## config.mk

```make
export PLATFORM = sky130hd
export DESIGN_NAME = com_tr_mc
export DESIGN_NICKNAME = d
export VERILOG_FILES = /design/src/rtl/com_tr_pkg.sv /design/src/rtl/com_tr_ch.sv /design/src/rtl/com_tr_mc.sv
export SDC_FILE = /design/constraint.sdc
export NUM_CORES = 1
export LEC_CHECK = 0
export CAP_MARGIN = 20
export CORE_UTILIZATION = 50
export CTS_CLUSTER_SIZE = 12
export DETAILED_ROUTE_END_ITERATION = 7
export GPL_TIMING_DRIVEN = 0
export HOLD_SLACK_MARGIN = 0.15
export PLACE_DENSITY = 0.76
export SYNTH_ARGS = -nofsm -noshare
export SYNTH_HDL_FRONTEND = slang
export SYNTH_SLANG_ARGS = --single-unit
```

## constraint.sdc

```tcl
create_clock -name clk_i -period 4.44 [get_ports clk_i]
set_clock_uncertainty 0.2 [all_clocks]
set_input_delay 0.888 -clock clk_i [delete_from_list [all_inputs] [get_ports clk_i]]
set_output_delay 0.888 -clock clk_i [all_outputs]
set_load 0.1 [all_outputs]
```

## src/rtl/com_tr_pkg.sv

```systemverilog
// Shared types and helpers for the single-event-transient monitor.
package com_tr_pkg;

    // Per-channel mismatch-run classifier states.
    typedef enum logic [1:0] {
        IDLE = 2'd0,
        RUN  = 2'd1,
        PERM = 2'd2
    } tr_state_e;

    // Width of the run-length counter: it must hold values up to perm_cyc.
    function automatic int run_width(input int perm_cyc);
        return $clog2(perm_cyc + 1);
    endfunction

endpackage

```

## src/rtl/com_tr_ch.sv

```systemverilog
// One monitored channel: compares the two registered copies, classifies each
// mismatch run as transient or permanent, and keeps the saturating transient
// counter and the sticky permanent flag.
module com_tr_ch
    import com_tr_pkg::*;
#(
    parameter int IN_WIDTH = 8,
    parameter int CNT_W    = 8,
    parameter int PERM_CYC = 4
) (
    input  logic                clk,
    input  logic                rst_n,
    input  logic                en,
    input  logic [IN_WIDTH-1:0] a,
    input  logic [IN_WIDTH-1:0] b,
    input  logic                clear,
    output logic                error,
    output logic [CNT_W-1:0]    cnt,
    output logic                perm
);

    localparam int               RUN_W   = run_width(PERM_CYC);
    localparam logic [RUN_W-1:0] RUN_MAX = RUN_W'(PERM_CYC);
    localparam logic [CNT_W-1:0] CNT_MAX = '1;

    tr_state_e        state;
    tr_state_e        state_nxt;
    logic [RUN_W-1:0] run;
    logic [RUN_W-1:0] run_nxt;
    logic [CNT_W-1:0] cnt_nxt;
    logic             perm_nxt;
    logic             mism;

    // A disabled channel never reports a mismatch.
    assign mism = en & (|(a ^ b));

    // State register plus the registered mismatch flag, counter and sticky flag.
    always_ff @(posedge clk or negedge rst_n) begin
        if (!rst_n) begin
            state <= IDLE;
            run   <= '0;
            cnt   <= '0;
            perm  <= 1'b0;
            error <= 1'b0;
        end else begin
            state <= state_nxt;
            run   <= run_nxt;
            cnt   <= cnt_nxt;
            perm  <= perm_nxt;
            error <= mism;
        end
    end

    // Next-state logic. Clear wins over everything; a disable mid-run aborts
    // the run without counting it, since a missing mismatch then says nothing.
    always_comb begin
        state_nxt = state;
        run_nxt   = run;
        cnt_nxt   = cnt;
        perm_nxt  = perm;
        if (clear) begin
            state_nxt = IDLE;
            run_nxt   = '0;
            cnt_nxt   = '0;
            perm_nxt  = 1'b0;
        end else begin
            case (state)
                IDLE: begin
                    if (mism) begin
                        state_nxt = RUN;
                        run_nxt   = RUN_W'(1);
                    end
                end
                RUN: begin
                    if (!en) begin
                        state_nxt = IDLE;
                        run_nxt   = '0;
                    end else if (mism) begin
                        run_nxt = run + RUN_W'(1);
                        if (run_nxt == RUN_MAX) begin
                            state_nxt = PERM;
                            perm_nxt  = 1'b1;
                        end
                    end else begin
                        if (cnt != CNT_MAX) begin
                            cnt_nxt = cnt + CNT_W'(1);
                        end
                        state_nxt = IDLE;
                        run_nxt   = '0;
                    end
                end
                PERM: begin
                    perm_nxt = 1'b1;
                end
                default: begin
                    state_nxt = IDLE;
                    run_nxt   = '0;
                end
            endcase
        end
    end

endmodule

```

## src/rtl/com_tr_mc.sv

```systemverilog
// Multi-channel transient monitor top: registers both copies and the enables,
// runs one classifier per channel and folds the results into one interrupt.
module com_tr_mc
    import com_tr_pkg::*;
#(
    parameter int N_CH     = 4,
    parameter int IN_WIDTH = 8,
    parameter int CNT_W    = 8,
    parameter int PERM_CYC = 4
) (
    input  logic                     clk_i,
    input  logic                     rstn_i,
    input  logic [N_CH-1:0]          en_i,
    input  logic [N_CH*IN_WIDTH-1:0] sig_a_i,
    input  logic [N_CH*IN_WIDTH-1:0] sig_b_i,
    input  logic [N_CH-1:0]          clear_i,
    input  logic [CNT_W-1:0]         thresh_i,
    output logic [N_CH-1:0]          error_o,
    output logic [N_CH*CNT_W-1:0]    trans_cnt_o,
    output logic [N_CH-1:0]          perm_o,
    output logic                     irq_o
);

    logic [N_CH*IN_WIDTH-1:0] a_q;
    logic [N_CH*IN_WIDTH-1:0] b_q;
    logic [N_CH-1:0]          en_q;
    logic [CNT_W-1:0]         cnt_arr [N_CH];
    logic                     irq_nxt;

    // Input sampling stage; the enable travels with the data it qualifies.
    always_ff @(posedge clk_i or negedge rstn_i) begin
        if (!rstn_i) begin
            a_q  <= '0;
            b_q  <= '0;
            en_q <= '0;
        end else begin
            a_q  <= sig_a_i;
            b_q  <= sig_b_i;
            en_q <= en_i;
        end
    end

    for (genvar c = 0; c < N_CH; c++) begin : g_ch
        com_tr_ch #(
            .IN_WIDTH (IN_WIDTH),
            .CNT_W    (CNT_W),
            .PERM_CYC (PERM_CYC)
        ) u_ch (
            .clk   (clk_i),
            .rst_n (rstn_i),
            .en    (en_q[c]),
            .a     (a_q[c*IN_WIDTH +: IN_WIDTH]),
            .b     (b_q[c*IN_WIDTH +: IN_WIDTH]),
            .clear (clear_i[c]),
            .error (error_o[c]),
            .cnt   (cnt_arr[c]),
            .perm  (perm_o[c])
        );
        assign trans_cnt_o[c*CNT_W +: CNT_W] = cnt_arr[c];
    end

    // Interrupt request: any permanent fault, or any counter at/above a nonzero threshold.
    always_comb begin
        irq_nxt = 1'b0;
        for (int c = 0; c < N_CH; c++) begin
            if (perm_o[c] || ((thresh_i != '0) && (cnt_arr[c] >= thresh_i))) begin
                irq_nxt = 1'b1;
            end
        end
    end

    // Registered interrupt toward the safety unit.
    always_ff @(posedge clk_i or negedge rstn_i) begin
        if (!rstn_i) begin
            irq_o <= 1'b0;
        end else begin
            irq_o <= irq_nxt;
        end
    end

endmodule

```

==> summary.md <==
| Metric | Value |
|---|---|
| Starting DRT DRC Count | `152` |
| Area grow syn2layout | `34.1%` |
| Seq cells post-synth | `129` |
| Yosys cell types | `44` |
| Area of the mapped netlist | `5830 µm²` |
| Worst hold path type | `input pin to asynchronous set/reset pin` |
| Pleak | `3.50 nW` |
| Htree depth | `4` |
| CP delay by family, top | `buffers and inverters` |
| Drt via density | `5.11` |
| Average size of a mapped cell | `11.7 µm²` |
| Worst R2R Start | `g_ch[1].u_ch.cnt[7]` |
| Hold Buf Count CTS | `0` |
| Slowest cell on crit path | `clkdlybuf4s50_1` |
| CP Buf/Inv Count | `1` |
| Clock slew at reported path FFs | `0.06 ns` |
| Final worst slack | `1.24 ns` |
| Buffers on Ports | `122` |
| Initial Util | `51.2%` |
| Pre-CTS setup slack | `1.06 ns` |
| Crit path cell chain | `clkdlybuf4s50_1` |
| Critical Path Max Stage Delay | `1.20 ns` |
| Final number of setup-violating endpoints | `0` |
| Final non-filler cell total | `795` |
| Die X-Extent | `110 µm` |
| Max cap viols | `0` |
| Final Cell Area | `7810 µm²` |
| Synth Instances | `498` |
| Period utilization | `72.0%` |
| Remaining DRCs | `0` |
| Antenna Cells | `0` |
| CP startpoint kind | `flip-flop` |
| Relative slew slack | `32.6%` |
| Detail Route Antenna Nets | `0` |
| Via Count | `4062` |
| Die H | `110 µm` |
| Highest Clock Rate | `313 MHz` |
| Commonest non-fill, non-tap cells in the layout | `129 x dfrtp_1, 121 x clkdlybuf4s50_1, 50 x nor2_1, 44 x ha_1` |
| Die area | `12100 µm²` |
| Initial antenna violation count | `0` |
| Drt total wl | `11.4 mm` |
| Total GRT Usage | `21.1%` |
| P per Cell Area | `349 nW/µm²` |
| RSZ-0062 raised after global routing | `false` |
| Vias in the first global route | `4123` |
| Dpl cells | `764` |
| Placer Congestion | `0.967` |
| Actual slew at the worst max-slew pin | `1.01 ns` |
| Row cnt | `39` |
| Nets | `766` |
| Fin. Hold Viols | `0` |
| Count of pins over their slew limit | `0` |
| Setup Fix Bufs, Post-CTS | `0` |
| Power, Total | `2.73 mW` |
| CTS sink cnt | `129` |
| CP startpoint | `g_ch[1].u_ch.cnt[2]` |
| Worst-skew pair later-pin latency | `0.40 ns` |
| Most common cell after layout, fill and taps aside | `dfrtp_1` |
| R2r setup slk | `2.07 ns` |
| Multi-input logic area | `2430 µm²` |
| First-pass GRT wire length | `19.2 mm` |
| Layout cell share with drive strength beyond 1 | `9.82%` |
| Post_cts resized | `0` |
| TritonCTS clock tree | `done` |
| Number of buffers created by CTS | `17` |
| Remaining Overflow, GRT | `0` |
| Setup crit end kind | `output pin` |
| Sequential fraction of the synthesis area | `55.4%` |
| Warnings, synthesis | `0` |
| Worst Path Required | `3.35 ns` |
| Maximum buffer depth of the clock tree | `2` |
| Dpl hpwl | `8.58 mm` |
| Placed inst area | `7260 µm²` |
| DR WL/cell | `14.4 µm` |
| Syn Nets | `624` |
| CP max FO | `7` |
| Outcome | `finished, final reports clean` |
| Core area | `11400 µm²` |
| Critical path class | `flip-flop to output pin` |
| First drt pass iteration count | `5` |
| Reg area | `3230 µm²` |
| CTS root buffer | `clkbuf_16` |
| Minimum clock period | `3.20 ns` |
| # fillers | `897` |
| Largest net degree at the start of global routing | `68` |
| Core Util, Final | `68.7%` |
| Critical path arrival | `2.11 ns` |
| Worst VDD drop | `215 µV` |
| Top-Level Pins | `123` |
==> kinds of logic after synthesis <==
logic type      count (synthesis)  share of synthesized area, %
simple gates                  173                          16.1
flops                         129                          55.4
xor+xnor                       57                          8.57
fa+ha+maj                      44                          9.45
compound gates                 40                          4.34
buf+inv                        38                          2.96
mux                            17                          3.18
==> cells in the mapped netlist, drive strengths merged <==
master | count | area, µm²
a221oi | 1 | 8.76
and3 | 8 | 50.1
nand2 | 29 | 109
a21o | 3 | 22.5
xnor2 | 28 | 245
and2 | 6 | 37.5
dfrtp | 129 | 3230
o31ai | 1 | 7.51
a21oi | 14 | 70.1
nor3 | 8 | 45.0
nor2b | 1 | 6.26
nor4 | 12 | 133
clkbuf | 4 | 15.0
o2111ai | 2 | 23.8
or2 | 2 | 12.5
inv | 26 | 97.6
buf | 8 | 60.1
nor3b | 3 | 22.5
nand3b | 1 | 7.51
and4 | 1 | 10.0
nor4b | 1 | 8.76
ha | 44 | 551
nand4 | 17 | 113
nor2 | 50 | 188
a211oi | 2 | 15.0
mux2 | 12 | 135
or3 | 7 | 43.8
xor2 | 29 | 254
o21ai | 11 | 55.1
a22o | 1 | 8.76
a31oi | 1 | 6.26
nand2b | 5 | 38.8
mux2i | 5 | 50.1
and2b | 1 | 8.76
a41oi | 1 | 8.76
a2bb2oi | 3 | 26.3
nand3 | 21 | 105
==> worst paths after layout <==
path                                              end  cells past startpoint
worst max-delay path                  trans_cnt_o[10]                      1
worst min-delay path                          a_q[11]                      1
worst max register to register                  irq_o                      7
worst min register to register     g_ch[0].u_ch.error                      1
max in group asynchronous       g_ch[3].u_ch.state[1]                      2
min in group clk_i                 g_ch[0].u_ch.error                      1
==> where the power goes <==
part           total (mW)  internal [mW]  switching, mW
clock network        1.28          0.807          0.474
registers            1.24           1.22         0.0204
logic               0.211          0.111          0.100
==> layer usage <==
| metal | up-vias | wire (µm) | track usage (%) |
|---|---|---|---|
| met5 | - | 0 | 0 |
| met1 | 1960 | 4770 | 25.3 |
| met4 | 0 | 125 | 7.24 |
| li1 | 1994 | - | - |
| met2 | 98 | 5880 | 36.1 |
| met3 | 10 | 663 | 6.46 |
==> flip-flops by register name (all words and copies together), names as in the netlist, 4 cells and up <==
register and flops:
a_q 32, b_q 32, en_q 4, g_ch.u_ch.cnt 32, g_ch.u_ch.error 4, g_ch.u_ch.perm 4
g_ch.u_ch.run 12, g_ch.u_ch.state 8
==> final cells by class <==
| cell class | instances | area share (%) |
|---|---|---|
| Buffer | 12 | 0.961 |
| Clock buffer | 22 | 6.07 |
| Clock inverter | 9 | 1.07 |
| Inverter | 26 | 1.25 |
| Multi-Input combinational cell | 331 | 31.0 |
| Sequential cell | 129 | 41.3 |
| Tap cell | 143 | 2.29 |
| Timing Repair Buffer | 123 | 16.0 |
==> metrics by stage <==
stage	TNS [ns]	hold slack (ns)
3_5_place_dp	0	0.262
4_1_cts	0	0.276
5_1_grt	0	0.293
6_report	0	0.249
2_1_floorplan	0	0.245
3_3_place_gp	-311.31	0.258
(Power assumes the default switching activity.)
